`config.mk`:
```
export PLATFORM = sky130hd
export DESIGN_NAME = panda_pc_unit
export DESIGN_NICKNAME = d
export VERILOG_FILES = /design/src/rtl/panda_pc_unit.sv
export SDC_FILE = /design/constraint.sdc
export NUM_CORES = 1
export LEC_CHECK = 0
export ABC_AREA = 1
export ABC_CLOCK_PERIOD_IN_PS = 4250
export CAP_MARGIN = 30
export CELL_PAD_IN_SITES_DETAIL_PLACEMENT = 1
export CELL_PAD_IN_SITES_GLOBAL_PLACEMENT = 2
export CORE_MARGIN = 2
export CORE_UTILIZATION = 21
export DETAILED_ROUTE_END_ITERATION = 10
export PLACE_DENSITY_LB_ADDON = 0.1
export SYNTH_ARGS = -nofsm -noshare
export SYNTH_HDL_FRONTEND = slang
export SYNTH_SLANG_ARGS = --single-unit
```
`constraint.sdc`:
```
create_clock -name clk_i -period 4.25 [get_ports clk_i]
set_input_delay 0.6375 -clock clk_i [delete_from_list [all_inputs] [get_ports clk_i]]
set_output_delay 0.6375 -clock clk_i [all_outputs]
set_load 0.005 [all_outputs]
```
`src/rtl/panda_pc_unit.sv`:
```
`default_nettype none
// ============================================================================
// Module   : panda_pc_unit
// Purpose  : Program-counter generator for the Panda fetch stage. Issues the
//            fetch address with a valid/ready handshake. Arbitrates trap, mret,
//            jump and branch redirects, supports optional 2-byte increments,
//            flags misaligned jump/branch targets, and gates fetch issue with a
//            BOOT/RUN/HALTED state machine.
// Ports    : clk_i, rst_ni (sync, active-low)
//            fetch_ready_i, compressed_i       - handshake / instruction size
//            branch_i/branch_target_i, jump_i/jump_target_i,
//            trap_i/trap_vector_i, mret_i/epc_i - redirect sources
//            halt_i, resume_i                  - run control
//            pc_valid_o, pc_o, pc_inc_o        - fetch request
//            redirect_o, misaligned_o, misaligned_addr_o - event pulses
// Revision : 1.0 - initial release
// ============================================================================
module panda_pc_unit #(
  parameter int unsigned      Width        = 32,
  parameter logic [Width-1:0] ResetVector  = '0,
  parameter bit               CompressedEn = 1'b0
) (
  input  logic             clk_i,
  input  logic             rst_ni,
  input  logic             fetch_ready_i,
  input  logic             compressed_i,
  input  logic             branch_i,
  input  logic [Width-1:0] branch_target_i,
  input  logic             jump_i,
  input  logic [Width-1:0] jump_target_i,
  input  logic             trap_i,
  input  logic [Width-1:0] trap_vector_i,
  input  logic             mret_i,
  input  logic [Width-1:0] epc_i,
  input  logic             halt_i,
  input  logic             resume_i,
  output logic             pc_valid_o,
  output logic [Width-1:0] pc_o,
  output logic [Width-1:0] pc_inc_o,
  output logic             redirect_o,
  output logic             misaligned_o,
  output logic [Width-1:0] misaligned_addr_o
);

  localparam logic [1:0] ST_BOOT   = 2'd0;
  localparam logic [1:0] ST_RUN    = 2'd1;
  localparam logic [1:0] ST_HALTED = 2'd2;

  // Bits that must be zero in a legal target address.
  localparam logic [Width-1:0] ALIGN_MASK = CompressedEn ? {{(Width-1){1'b0}}, 1'b1}
                                                         : {{(Width-2){1'b0}}, 2'b11};
  localparam logic [Width-1:0] INC_2 = {{(Width-3){1'b0}}, 3'd2};
  localparam logic [Width-1:0] INC_4 = {{(Width-3){1'b0}}, 3'd4};

  logic [1:0]       state_q, state_d;
  logic [Width-1:0] pc_q, pc_d;
  logic             pc_valid_q, pc_valid_d;
  logic             redirect_q, redirect_d;
  logic             misaligned_q, misaligned_d;
  logic [Width-1:0] mis_addr_q, mis_addr_d;

  logic [Width-1:0] inc_step;
  logic             jump_mis;
  logic             branch_mis;

  assign inc_step   = (CompressedEn && compressed_i) ? INC_2 : INC_4;
  assign pc_inc_o   = pc_q + inc_step;
  assign jump_mis   = |(jump_target_i & ALIGN_MASK);
  assign branch_mis = |(branch_target_i & ALIGN_MASK);

  // PC source selection: fixed priority trap > mret > jump > branch > sequential.
  // A misaligned jump/branch consumes its priority slot, so a lower-priority
  // request in the same cycle is not used as a fallback.
  always_comb begin
    pc_d         = pc_q;
    redirect_d   = 1'b0;
    misaligned_d = 1'b0;
    mis_addr_d   = mis_addr_q;
    if (trap_i) begin
      pc_d       = trap_vector_i & ~ALIGN_MASK;
      redirect_d = 1'b1;
    end else if (mret_i) begin
      pc_d       = epc_i & ~ALIGN_MASK;
      redirect_d = 1'b1;
    end else if (jump_i) begin
      if (jump_mis) begin
        misaligned_d = 1'b1;
        mis_addr_d   = jump_target_i;
      end else begin
        pc_d       = jump_target_i;
        redirect_d = 1'b1;
      end
    end else if (branch_i) begin
      if (branch_mis) begin
        misaligned_d = 1'b1;
        mis_addr_d   = branch_target_i;
      end else begin
        pc_d       = branch_target_i;
        redirect_d = 1'b1;
      end
    end else if ((state_q == ST_RUN) && fetch_ready_i) begin
      // Handshake completed: advance, even if a halt lands this cycle.
      pc_d = pc_inc_o;
    end
  end

  // Run control. Trap forces RUN from any state; halt beats resume.
  always_comb begin
    state_d = state_q;
    if (trap_i) begin
      state_d = ST_RUN;
    end else begin
      case (state_q)
        ST_BOOT:   state_d = ST_RUN;
        ST_RUN:    state_d = halt_i ? ST_HALTED : ST_RUN;
        ST_HALTED: state_d = (resume_i && !halt_i) ? ST_RUN : ST_HALTED;
        default:   state_d = ST_BOOT;
      endcase
    end
    pc_valid_d = (state_d == ST_RUN);
  end

  always_ff @(posedge clk_i) begin
    if (!rst_ni) begin
      state_q      <= ST_BOOT;
      pc_q         <= ResetVector;
      pc_valid_q   <= 1'b0;
      redirect_q   <= 1'b0;
      misaligned_q <= 1'b0;
      mis_addr_q   <= '0;
    end else begin
      state_q      <= state_d;
      pc_q         <= pc_d;
      pc_valid_q   <= pc_valid_d;
      redirect_q   <= redirect_d;
      misaligned_q <= misaligned_d;
      mis_addr_q   <= mis_addr_d;
    end
  end

  assign pc_o              = pc_q;
  assign pc_valid_o        = pc_valid_q;
  assign redirect_o        = redirect_q;
  assign misaligned_o      = misaligned_q;
  assign misaligned_addr_o = mis_addr_q;

endmodule
`default_nettype wire

```
==> impl_metrics.json <==
{
  "status": "finished clean",
  "yosys.area_share.simple_pct": 31.8,
  "cts_root_buffer": "clkbuf_16",
  "holdBufCountCts": 0,
  "async_reset_ff_share_pct": 0,
  "slew_viol_final": 0,
  "rsz0062_at_grt": "no",
  "place_ws_ns": 0.900,
  "globalRouteMet2Util_pct": 32.7,
  "syn_inst": 717,
  "synth-xor-area-share_pct": 2.17,
  "clk_path_buf_depth": 2,
  "p_per_area_mw_per_mm2": 291,
  "ys_types": 36,
  "cp_max_fo": 5,
  "dr.first_iter.drc_count": 273,
  "cts_num_sinks": 69,
  "layout-drive-gt1-share_pct": 6.00,
  "ys_ff_latch": 69,
  "critPathCaptureType": "output port",
  "maxSlewHeadroom_pct": 48.3,
  "core_area_mm2": 0.0209,
  "clock_skew_ns": 0.00821,
  "power_uw": 2110,
  "dr_total_vias": 5542,
  "grt_max_degree": 41,
  "die_area_mm2": 0.0223,
  "cts_tree": "done",
  "vias_per_cell": 4.59,
  "numCtsBuffers": 9,
  "syn-mean-instance-area_um2": 6.20,
  "grt_pass1_vias": 5768,
  "reg2reg_slack_ns": 2.16,
  "synth_fa_ha_area_share_pct": 0.281,
  "hp-class": "flop to flop",
  "track_usage_pct": 19.7,
  "timing.final.crit_share_pct": 74.6,
  "nets": 1067,
  "fin_ws_ns": 1.08,
  "worstSetupStartpointType": "flop",
  "synthFlopType": "dfxtp_1",
  "ys_top_cells_by_area": "dfxtp_1 (31%), nand2_1 (16%), a21oi_1 (11%), o21ai_0 (7.7%), nor2_1 (6.6%)",
  "finalWirelength_mm": 22.1,
  "synth_area_mm2": 0.00445,
  "ys_warn_count": 0,
  "synth_nets": 856,
  "worst_slew_pin_slew_ns": 0.774,
  "fp.dieH_um": 149,
  "leakage_uw": 0.00291,
  "synth_edf_count": 0,
  "cts_setup_buffers": 0,
  "gr-usage-met3_pct": 4.51,
  "floorplan.initialDensity_pct": 21.3,
  "arrival_ns": 2.53,
  "whs_ns": 0.463,
  "worst-setup-path-type": "flop to output port",
  "dieWidth_um": 149,
  "overflow": 0,
  "cts_resized": 0,
  "io_pins": 237,
  "drc": 0,
  "utilization_pct": 34.7,
  "dpl.hpwl_mm": 17.6,
  "setup_tns_ns": 0,
  "setup_violations": 0,
  "antennaDiodeCount": 0,
  "yosysSeqAreaShare_pct": 31.1,
  "max_cap_viol_count": 0,
  "post_synth_mux_area_share_pct": 0,
  "clk_pin_slew_ns": 0.06,
  "wire_per_inst_um": 18.3,
  "max_freq_mhz": 315,
  "drtAntennaViolNets": 0,
  "vdd_ir_drop_max_mv": 0.195,
  "min_period_ns": 3.17,
  "yosys.area.top_type": "dfxtp_1",
  "synth_compound_area_share_pct": 25.5,
  "synth_top_area_share_pct": 31.1,
  "finalHoldViolCount": 0,
  "row_count": 53,
  "synth_top_family_by_area": "simple AND/OR/NAND/NOR gates",
  "area_delta_synth_final_pct": 63.2,
  "met1_usage_pct": 26.3,
  "clk_latency_ns": 0.34,
  "grt_busiest_layer": "met2",
  "gp_congestion": 0.820,
  "port_buffers": 231,
  "cp.required_ns": 3.61,
  "antenna_found_initial": 2,
  "htree_levels": 3,
  "drt-pass1-iter-count": 4,
  "grt_first_pass_wirelength_mm": 33.5
}
-- state kept, by name, indices dropped and copies added, names as in the netlist, named ones only --
signal and cells:
misaligned_addr_o 32, misaligned_o 1, redirect_o 1, pc_o 30
pc_valid_o 1, state_q 2
-- synth_stat cells, drive strengths merged, types with 3 or more instances --
| library cell | n |
|---|---|
| nor3b | 3 |
| xnor2 | 5 |
| xor2 | 6 |
| o211ai | 5 |
| a21oi | 97 |
| clkbuf | 18 |
| a22oi | 11 |
| nand2 | 190 |
| o21ai | 76 |
| nor2 | 86 |
| nand3b | 4 |
| a31oi | 13 |
| inv | 58 |
| buf | 21 |
| dfxtp | 69 |
| or2 | 14 |
| nand3 | 29 |
-- routing by layer --
layer	wire length [µm]	vias up
met4	195	2
li1	-	2780
met5	14	-
met1	10300	2609
met2	10300	137
met3	1370	14
-- worst max-delay path, stage by stage (launching register included) --
cell	delay, ns
dfxtp_1	0.41
ha_1	0.21
nand2_1	0.08
nor2_2	0.18
nand2_2	0.15
nor2_2	0.35
nand3b_1	0.17
nand2_1	0.13
clkdlybuf4s50_1	0.51
-- cell families after synthesis --
family / after synthesis
DFF: 69
xor gates and xnor gates: 11
and+or+nand+nor: 330
buffers and inverters: 97
adders and majority gates: 1
AOI/OAI and AO/OA: 209
-- layout make-up --
cell class | instances | area [µm²]
multi-input cells | 551 | 2660
clock buffers | 12 | 246
flip-flops and latches | 69 | 1380
repair buffers | 239 | 2360
clock inverters | 4 | 47.5
inverters | 58 | 218
fillers | 2602 | 13600
well taps | 275 | 344
-- metrics by stage --
| step | std cells | instance area (µm²) |
|---|---|---|
| 5_1_grt | 1208 | 7250 |
| 2_1_floorplan | 717 | 4450 |
| 3_5_place_dp | 1192 | 6960 |
| 3_3_place_gp | 1192 | 6960 |
| 4_1_cts | 1208 | 7250 |
| 6_report | 1208 | 7250 |
-- where the power goes --
part	internal [µW]	switching (µW)	leakage [µW]
registers	696	54.0	0.000569
clock network	470	305	0.000143
logic	317	272	0.00220
total	1480	631	0.00291
-- placed cells by master, fill, tap and decap left out, types with 2 or more instances in the layout --
cell,instances
nor2_8,2
clkdlybuf4s50_1,229
nor2_1,78
nor2_2,5
clkbuf_1,2
o21ai_1,7
a31oi_1,13
inv_1,55
o21ai_0,68
nor3b_1,3
nand2_1,185
nand3_1,29
buf_4,8
a21boi_0,2
nor3_1,2
and2_1,2
o211ai_1,5
dfxtp_1,69
nand2_2,4
inv_2,3
buf_2,2
a21oi_1,97
nand3b_1,4
a22oi_1,11
clkinv_2,2
xnor2_1,5
xor2_1,6
or2_2,14
clkbuf_16,9
-- final timing paths --
check / startpoint / endpoint / cells past startpoint
max: pc_o[3] / pc_inc_o[20] / 8
min: misaligned_addr_o[1] / misaligned_addr_o[1] / 2
max reg2reg: pc_o[3] / pc_o[18] / 11
min reg2reg: misaligned_addr_o[1] / misaligned_addr_o[1] / 2
Power figures use the tool's default switching activity.
